## config.mk

```make
export PLATFORM = sky130hd
export DESIGN_NAME = hdmi_color_regs_flat
export DESIGN_NICKNAME = d
export VERILOG_FILES = /design/src/rtl/hdmi_color_regs_pkg.sv /design/src/rtl/hdmi_color_regs_if.sv /design/src/rtl/hdmi_color_regs_vsync.sv /design/src/rtl/hdmi_color_regs.sv /design/src/flat_wrapper.sv
export SDC_FILE = /design/constraint.sdc
export NUM_CORES = 1
export LEC_CHECK = 0
export ABC_CLOCK_PERIOD_IN_PS = 4400
export CORE_MARGIN = 2
export CORE_UTILIZATION = 55
export CTS_BUF_LIST = sky130_fd_sc_hd__clkbuf_2
export CTS_CLUSTER_SIZE = 40
export DETAILED_ROUTE_END_ITERATION = 10
export PLACE_DENSITY = 0.8
export SETUP_SLACK_MARGIN = 0.4
export SLEW_MARGIN = 20
export SYNTH_ARGS = -nofsm -noshare
export SYNTH_HDL_FRONTEND = slang
export SYNTH_SLANG_ARGS = --single-unit
```

## constraint.sdc

```tcl
create_clock -name clk -period 4.4 [get_ports clk]
set_input_delay 1.1 -clock clk [delete_from_list [all_inputs] [get_ports clk]]
set_output_delay 1.1 -clock clk [all_outputs]
set_load 0.01 [all_outputs]
```

## src/rtl/hdmi_color_regs_pkg.sv

```systemverilog
`default_nettype none
// ============================================================================
// Module      : hdmi_regs_pkg
// Description : Register map offsets and CTRL bit positions for the HDMI
//               colour register block.
// Revision    : 1.0 - initial release
// ============================================================================
package hdmi_regs_pkg;

    localparam int NUM_COLOR_REGS = 6;

    localparam logic [2:0] OFS_RED_ON    = 3'd0;
    localparam logic [2:0] OFS_RED_OFF   = 3'd1;
    localparam logic [2:0] OFS_GREEN_ON  = 3'd2;
    localparam logic [2:0] OFS_GREEN_OFF = 3'd3;
    localparam logic [2:0] OFS_BLUE_ON   = 3'd4;
    localparam logic [2:0] OFS_BLUE_OFF  = 3'd5;
    localparam logic [2:0] OFS_CTRL      = 3'd6;

    localparam int CTRL_PENDING   = 0;
    localparam int CTRL_IMMEDIATE = 1;
    localparam int CTRL_FORCE     = 2;
    localparam int CTRL_FRAME     = 7;

    // Even offsets hold the "on" levels, odd offsets the "off" levels.
    function automatic logic [7:0] color_reset_value(input int idx,
                                                      input logic [7:0] on_val,
                                                      input logic [7:0] off_val);
        return ((idx % 2) == 0) ? on_val : off_val;
    endfunction

endpackage
`default_nettype wire

```

## src/rtl/hdmi_color_regs_if.sv

```systemverilog
`default_nettype none
// ============================================================================
// Module      : hdmi_color_regs_if
// Description : XLR8 register-bus bundle (address, strobes, data, read enable).
// Revision    : 1.0 - initial release
// ============================================================================
interface hdmi_color_regs_if;
    logic [7:0] ramadr;
    logic       ramwe;
    logic       ramre;
    logic [7:0] dbus_in;
    logic [7:0] dbus_out;
    logic       io_out_en;

    modport master (
        output ramadr, ramwe, ramre, dbus_in,
        input  dbus_out, io_out_en
    );

    modport slave (
        input  ramadr, ramwe, ramre, dbus_in,
        output dbus_out, io_out_en
    );
endinterface
`default_nettype wire

```

## src/rtl/hdmi_color_regs_vsync.sv

```systemverilog
`default_nettype none
// ============================================================================
// Module      : vsync_edge_detect
// Description : Two-flop synchronizer plus history flop; flags the transition
//               of async_in into the POL level.
// Revision    : 1.0 - initial release
// ============================================================================
module vsync_edge_detect #(
    parameter logic POL = 1'b1
) (
    input  logic clk,
    input  logic rst,
    input  logic async_in,
    output logic edge_pulse
);

    logic r_s1;
    logic r_s2;
    logic r_s3;

    always_ff @(posedge clk) begin
        if (rst) begin
            r_s1 <= ~POL;
            r_s2 <= ~POL;
            r_s3 <= ~POL;
        end else begin
            r_s1 <= async_in;
            r_s2 <= r_s1;
            r_s3 <= r_s2;
        end
    end

    assign edge_pulse = (r_s2 == POL) && (r_s3 != POL);

endmodule
`default_nettype wire

```

## src/rtl/hdmi_color_regs.sv

```systemverilog
`default_nettype none
// ============================================================================
// Module      : hdmi_color_regs
// Description : Shadow/active colour level registers; shadows are copied to
//               the active outputs on a vsync edge or a forced apply.
// Revision    : 1.0 - initial release
// ============================================================================
module hdmi_color_regs
    import hdmi_regs_pkg::*;
#(
    parameter logic [7:0] BASE_ADDR = 8'hE0,
    parameter logic [7:0] RESET_ON  = 8'hFF,
    parameter logic [7:0] RESET_OFF = 8'h00,
    parameter logic       VSYNC_POL = 1'b1
) (
    input  logic              clk,
    input  logic              rst,
    hdmi_color_regs_if.slave  bus,
    input  logic              vsync_in,
    output logic [7:0]        red_on,
    output logic [7:0]        red_off,
    output logic [7:0]        green_on,
    output logic [7:0]        green_off,
    output logic [7:0]        blue_on,
    output logic [7:0]        blue_off,
    output logic              frame_tick
);

    logic [7:0] r_shadow [NUM_COLOR_REGS];
    logic [7:0] r_active [NUM_COLOR_REGS];
    logic       r_pending;
    logic       r_immediate;
    logic       r_force_req;
    logic       r_frame;
    logic       r_vsync_evt;
    logic       r_frame_tick;

    logic       w_vs_edge;
    logic       w_apply;
    logic [7:0] w_ofs;
    logic [2:0] w_idx;
    logic       w_hit;
    logic       w_wr_color;
    logic       w_wr_ctrl;
    logic [7:0] w_ctrl;

    vsync_edge_detect #(
        .POL        (VSYNC_POL)
    ) u_vsync (
        .clk        (clk),
        .rst        (rst),
        .async_in   (vsync_in),
        .edge_pulse (w_vs_edge)
    );

    // Offset wraps modulo 256, so addresses below BASE_ADDR fall out of range.
    assign w_ofs      = bus.ramadr - BASE_ADDR;
    assign w_idx      = w_ofs[2:0];
    assign w_hit      = (w_ofs < 8'd7);
    assign w_wr_color = bus.ramwe && w_hit && (w_idx != OFS_CTRL);
    assign w_wr_ctrl  = bus.ramwe && w_hit && (w_idx == OFS_CTRL);
    assign w_apply    = r_vsync_evt || r_force_req;

    always_ff @(posedge clk) begin
        if (rst) begin
            for (int i = 0; i < NUM_COLOR_REGS; i++) begin
                r_shadow[i] <= color_reset_value(i, RESET_ON, RESET_OFF);
                r_active[i] <= color_reset_value(i, RESET_ON, RESET_OFF);
            end
            r_pending    <= 1'b0;
            r_immediate  <= 1'b0;
            r_force_req  <= 1'b0;
            r_frame      <= 1'b0;
            r_vsync_evt  <= 1'b0;
            r_frame_tick <= 1'b0;
        end else begin
            r_vsync_evt  <= w_vs_edge;
            r_frame_tick <= w_apply;
            r_force_req  <= w_wr_ctrl && bus.dbus_in[CTRL_FORCE];

            if (w_apply) begin
                r_frame <= ~r_frame;
            end

            if (w_wr_ctrl) begin
                r_immediate <= bus.dbus_in[CTRL_IMMEDIATE];
            end

            // A deferred write landing with an apply still leaves work pending.
            if (w_wr_color && !r_immediate) begin
                r_pending <= 1'b1;
            end else if (w_apply) begin
                r_pending <= 1'b0;
            end

            for (int i = 0; i < NUM_COLOR_REGS; i++) begin
                if (w_wr_color && (w_idx == 3'(i))) begin
                    r_shadow[i] <= bus.dbus_in;
                end
                if (w_wr_color && r_immediate && (w_idx == 3'(i))) begin
                    r_active[i] <= bus.dbus_in;
                end else if (w_apply) begin
                    r_active[i] <= r_shadow[i];
                end
            end
        end
    end

    always_comb begin
        w_ctrl                 = 8'h00;
        w_ctrl[CTRL_PENDING]   = r_pending;
        w_ctrl[CTRL_IMMEDIATE] = r_immediate;
        w_ctrl[CTRL_FRAME]     = r_frame;
    end

    always_comb begin
        bus.dbus_out  = 8'h00;
        bus.io_out_en = 1'b0;
        if (bus.ramre && w_hit) begin
            bus.io_out_en = 1'b1;
            if (w_idx == OFS_CTRL) begin
                bus.dbus_out = w_ctrl;
            end else begin
                bus.dbus_out = r_shadow[w_idx];
            end
        end
    end

    assign red_on     = r_active[OFS_RED_ON];
    assign red_off    = r_active[OFS_RED_OFF];
    assign green_on   = r_active[OFS_GREEN_ON];
    assign green_off  = r_active[OFS_GREEN_OFF];
    assign blue_on    = r_active[OFS_BLUE_ON];
    assign blue_off   = r_active[OFS_BLUE_OFF];
    assign frame_tick = r_frame_tick;

endmodule
`default_nettype wire

```

## src/flat_wrapper.sv

```systemverilog
// flat-port wrapper written by rule: the top's interface ports become plain ports
module hdmi_color_regs_flat import hdmi_regs_pkg::*;
#(
    parameter logic [7:0] BASE_ADDR = 8'hE0,
    parameter logic [7:0] RESET_ON  = 8'hFF,
    parameter logic [7:0] RESET_OFF = 8'h00,
    parameter logic       VSYNC_POL = 1'b1
)
  (clk, rst, vsync_in, red_on, red_off, green_on, green_off, blue_on, blue_off, frame_tick, bus_ramadr, bus_ramwe, bus_ramre, bus_dbus_in, bus_dbus_out, bus_io_out_en);
  hdmi_color_regs_if bus_i ();
  input  logic clk;
  input  logic rst;
  input  logic vsync_in;
  output logic [7:0] red_on;
  output logic [7:0] red_off;
  output logic [7:0] green_on;
  output logic [7:0] green_off;
  output logic [7:0] blue_on;
  output logic [7:0] blue_off;
  output logic frame_tick;
  input wire logic [$bits(bus_i.ramadr)-1:0] bus_ramadr;
  input wire logic [$bits(bus_i.ramwe)-1:0] bus_ramwe;
  input wire logic [$bits(bus_i.ramre)-1:0] bus_ramre;
  input wire logic [$bits(bus_i.dbus_in)-1:0] bus_dbus_in;
  output wire logic [$bits(bus_i.dbus_out)-1:0] bus_dbus_out;
  output wire logic [$bits(bus_i.io_out_en)-1:0] bus_io_out_en;
  assign bus_i.ramadr = bus_ramadr;
  assign bus_i.ramwe = bus_ramwe;
  assign bus_i.ramre = bus_ramre;
  assign bus_i.dbus_in = bus_dbus_in;
  assign bus_dbus_out = bus_i.dbus_out;
  assign bus_io_out_en = bus_i.io_out_en;
  hdmi_color_regs #(.BASE_ADDR(BASE_ADDR), .RESET_ON(RESET_ON), .RESET_OFF(RESET_OFF), .VSYNC_POL(VSYNC_POL)) u_core (.clk(clk), .rst(rst), .bus(bus_i), .vsync_in(vsync_in), .red_on(red_on), .red_off(red_off), .green_on(green_on), .green_off(green_off), .blue_on(blue_on), .blue_off(blue_off), .frame_tick(frame_tick));
endmodule
```

Word-level counts from Yosys, hierarchy flattened:

Memories as Yosys holds them, arrays and structs flattened.
Index checks and enable logic that the tools add are counted.

* reduce and logical (&&, ||, !) cells: 24
* equality and inequality tests: 7
* mux-type cells: 80
* bitwise logic cells: 20
* $add $sub $neg: 1
* $lt $le $gt $ge: 1

Operator list (number)
* 8-bit two-way mux: 20
* 1-bit two-way mux: 60
* 1-bit logical AND: 20
* 1-bit OR: 18
* 3-bit equality test (second input constant): 3
* 8-bit by 3-bit less-than comparator with 1-bit output (second input constant): 1
* 8-bit subtractor (second input constant): 1
* 3-bit by 2-bit equality test with 1-bit output (second input constant): 2
* 3-bit by 1-bit equality test with 1-bit output (second input constant): 1
* 3-bit zero test: 1
* 3-bit inequality test (second input constant): 1
* 1-bit inverter: 2
* 2-bit nonzero test: 1
* 1-bit zero test: 1
* 1-bit logical OR: 1

* memories kept: 2
* output and inout bits: 58
* bits of input ports: 21
* register bits after elaboration: 9
* memory bits (writable): 96

Memory list
* u_core.r_active: depth 6, width 8, rd ports 6, clocked after memory_dff 0, wr ports 6, line hdmi_color_regs.sv:30 `logic [7:0] r_active [NUM_COLOR_REGS];`
* u_core.r_shadow: depth 6, width 8, rd ports 7, clocked after memory_dff 0, wr ports 6, line hdmi_color_regs.sv:29 `logic [7:0] r_shadow [NUM_COLOR_REGS];`

Longest topological paths before layout:

* word-level depth: 11
* depth in mapped cells: 6
* depth with buffers taken out: 4

By module:

From an unflattened synthesis, not the netlist that was laid out.

* cells, all modules: 386
* area, all modules: 4961.0 µm²

Modules (own cells, without submodules)
* hdmi_color_regs: cells each 379, instances 1, area an instance 4873.4 µm²
* vsync_edge_detect: cells each 7, instances 1, area an instance 87.6 µm²

Least setup slack after synthesis:

No wires, ideal clock.

* kind: input port to output port
* start: input bus_ramadr[5]
* end: output bus_dbus_out[2]
* path slack: 765 ps
* stages on the path: 5
* path buffers: 1
* arrival: 2535 ps
* cells stage by stage: ha_1 > nor4b_1 > buf_2 > nand4_1 > a211oi_1

* longest elaborated chain between the ends: 4

Ends and longest elaborated chain
* start: declaration: line flat_wrapper.sv:21 `input wire logic [$bits(bus_i.ramadr)-1:0] bus_ramadr;`
* 8-bit subtractor: line hdmi_color_regs.sv:57 `assign w_ofs = bus.ramadr - BASE_ADDR;`
* 8-bit by 3-bit less-than comparator with 1-bit output: line hdmi_color_regs.sv:59 `assign w_hit = (w_ofs < 8'd7);`
* 1-bit logical AND: line hdmi_color_regs.sv:119 `if (bus.ramre && w_hit) begin`
* 8-bit two-way mux: line hdmi_color_regs.sv:119
* end: declaration: line flat_wrapper.sv:25 `output wire logic [$bits(bus_i.dbus_out)-1:0] bus_dbus_out;`

No other way between the ends.

Worst setup path in the final report:

* start: input bus_ramadr[6]
* end: output bus_dbus_out[2]

The elaborated chain is that of the path after synthesis.

==> out/results.ini <==
[status]
status = finished, final reports clean

[layout]
layout-drive-gt1-share_pct = 14.90
final_cells = 571
nNetsFinal = 480
diodes = 0
syn2layout_area_growth_pct = 22.76

[logic_synthesis]
ys_warn_count = 0
yosys_register_bits = 105
synthArstFlopShare_pct = 0
synthesis.nets = 396
ys.flop_type = edfxtp_1
synth_area_leaders = edfxtp_1, dfxtp_1, mux4_2
synth_top_cell_by_area = edfxtp_1
netlist_area_mm2 = 0.004903
synth_top_area_share_pct = 58.79
ys_seq_area_share_pct = 62.46
synth.avg_cell_area_um2 = 13.11
synthesis.instances = 374
synth_edf_count = 96
yosysUniqueCellTypes = 50

[timing]
slew_violations = 0
finalSetupViolCount = 0
rsz0062_at_grt = no
fmax_mhz = 255.0
tightest_slew_ns = 0.9821
skew_ns = 0.03568
min_period_ns = 3.922
post-route-period-util_pct = 89.14
relSlewSlack_pct = 34.30
hold_viol = 0

[floorplan]
num_rows = 34
core_mm2 = 0.008678
die_h_um = 98.42
start_util_pct = 56.50
dieArea_mm2 = 0.009687
dieWidth_um = 98.42
io_pins = 79

[worst_setup_path]
crit_path_cell_trace = clkdlybuf4s50_1 -> ha_4 -> nor4b_4 -> buf_4 -> nand4_1 -> buf_6 -> a211oi_1 -> clkbuf_2
cp_slowest_stage_delay_ns = 0.51
crit_fanout = 5
rrSetupSlack_ns = 2.37
reg2reg_depth = 5
critPathSlowestCell = clkdlybuf4s50_1
timing.rr.start = u_core.r_force_req$_SDFF_PP0_
cp-start-kind = input pin
end_kind = output port
critical_path_class = input pin to output port
crit_required_ns = 3.30
r2r_end = u_core.r_active[0][19]$_SDFFCE_PN1P_
crit_arrival_ns = 2.82

[routing]
drt_iter0_drc = 397
drc = 0
first_pass_iters = 5
drt_wl_total_mm = 12.61
drtAntennaViolNets = 0
vias = 3665
vias_per_cell = 6.419
wl_per_cell_um = 22.08

[power_and_ir_drop]
power_leakage_nw = 2.033
powerDensity_mw_per_mm2 = 303.1
p_total_mw = 1.825
ir_drop_uv = 132.0

[place]
hpwl_mm = 8.998
port_buffers = 78
post-place-cells = 552
routabilityCongestion = 0.9585

[global_routing]
grt_pass1_vias = 3465
grt_antenna_before_repair = 0
grt_overflow = 0
grt_first_pass_wirelength_mm = 18.91
grt_max_degree = 32
grt_usage_pct = 26.03

[clock_tree]
cts_sinks = 105
cts_max_level = 3
cts_tree = yes
cts_buffers = 9
clk_pin_slew_ns = 0.27
clockBufferDepth = 2
clk_latency_ns = 0.61
cts_root_buffer = clkbuf_2

[min_path]
worstHoldStart = u_core.u_vsync.r_s3$_SDFF_PP0_
min_path_type = flop to flop
hold_path_depth = 1
hold_end = u_core.r_vsync_evt$_SDFF_PP0_

[run]
cap_violations = 0

## power by group
group / switching (mW) / leakage (nW) / internal (mW) / total (mW)
combinational: 0.110 / 0.989 / 0.0857 / 0.195
clock: 0.340 / 0.0746 / 0.142 / 0.482
sequential: 0.0222 / 0.969 / 1.12 / 1.15
total: 0.472 / 2.03 / 1.35 / 1.82
## flip-flops by register name, indices dropped and copies added (netlist names)
signal               flops
u_core.frame_tick        1
u_core.r_immediate       1
u_core.u_vsync.r_s3      1
u_core.u_vsync.r_s2      1
u_core.u_vsync.r_s1      1
u_core.r_active         48
u_core.r_pending         1
u_core.r_vsync_evt       1
u_core.r_force_req       1
u_core.r_shadow         48
u_core.r_frame           1
## through the flow
| stage | TNS, ns | hold WS [ns] | utilization, % | setup WS [ns] | instance area [um2] |
|---|---|---|---|---|---|
| after detailed placement | -0.1857 | 0.3767 | 67.62 | -0.06985 | 5868 |
| after floorplan | 0 | 0.3674 | - | 0.7655 | 4903 |
| after CTS | 0 | 0.4063 | 69.22 | 0.2431 | 6007 |
| after global placement | 0 | 0.3718 | 67.62 | 0.01738 | 5868 |
| final | 0 | 0.4040 | 69.36 | 0.4780 | 6020 |
| after global routing | 0 | 0.4306 | 69.36 | 0.4083 | 6020 |
## synthesized netlist by cell type, types with 2 or more instances
cell / n
a211oi_1: 5
a21oi_1: 5
a22o_1: 7
a2bb2oi_1: 7
a32o_1: 16
and3_1: 2
and4_1: 2
buf_1: 3
buf_2: 7
clkbuf_1: 14
dfxtp_1: 9
edfxtp_1: 96
inv_1: 10
mux2_2: 3
mux2i_1: 17
mux4_2: 8
nand2_1: 34
nand2b_1: 10
nand3_1: 2
nand3b_1: 2
nand4_1: 8
nor2_1: 34
nor2b_1: 5
nor3_1: 24
nor4_1: 2
nor4_2: 2
nor4_4: 2
o211ai_1: 3
o21ai_0: 5
o32a_1: 7
or3b_2: 2
or4b_1: 2
xor2_1: 2
## metal layers
layer | vias up | share of wire (%) | global-route usage [%]
li1 | 1626 | - | -
met1 | 1760 | 38 | 34.76
met2 | 246 | 47 | 40.24
met3 | 33 | 11 | 8.440
met4 | 0 | 3.3 | 10.01
met5 | - | 0 | 0
## worst max-delay path by stage
stage | start | end | slack, ns | cells past startpoint
3_3_place_gp | bus_ramadr[5] | bus_dbus_out[2] | 0.02 | 6
5_1_grt | bus_ramadr[6] | bus_dbus_out[6] | 0.41 | 8
2_1_floorplan | bus_ramadr[5] | bus_dbus_out[2] | 0.77 | 5
6_report | bus_ramadr[6] | bus_dbus_out[2] | 0.48 | 8
3_5_place_dp | bus_ramadr[5] | bus_dbus_out[4] | -0.07 | 6
4_1_cts | bus_ramadr[5] | bus_dbus_out[4] | 0.24 | 8
## cells by family after synthesis
family	after synthesis	synth area share (%)
compound gates	57	9.773
xor+xnor	3	0.5359
fa+ha+maj	1	0.2551
buf+inv	37	3.241
flops	105	62.46
mux	28	7.833
simple gates	143	15.90
## area by class of cell
class / instances / area, um2
Clock buffer: 10 / 50.05
Clock inverter: 6 / 75.07
Fill cell: 622 / 2659
Inverter: 11 / 41.29
Multi-Input combinational cell: 232 / 1727
Sequential cell: 105 / 3063
Tap cell: 108 / 135.1
Timing Repair Buffer: 99 / 928.4
## cells in the final DEF (no fill, tap or decap), types with 7 or more instances in the layout
cell type,n
edfxtp_1,96
clkdlybuf4s50_1,68
nor2_1,34
nand2_1,34
nor3_1,24
buf_4,18
mux2i_1,17
a32o_1,16
clkbuf_2,15
inv_1,10
nand2b_1,10
dfxtp_1,9
nand4_1,8
mux4_2,8
a22o_1,7
a2bb2oi_1,7
o32a_1,7
## critical path, delay by kind of cell
family          cells  cell delay (ns)
buf+inv             4             1.00
simple gates        2             0.34
fa+ha+maj           1             0.22
compound gates      1             0.17
## timing repair
item / CTS / global route
setup buffers: 3 / 0
pin swaps: 3 / 1
gates cloned: 0 / 0
gates resized for setup: 11 / 24
endpoints found under the setup margin: 9 / 8
hold buffers: 0 / 0
(Power assumes the default switching activity.)
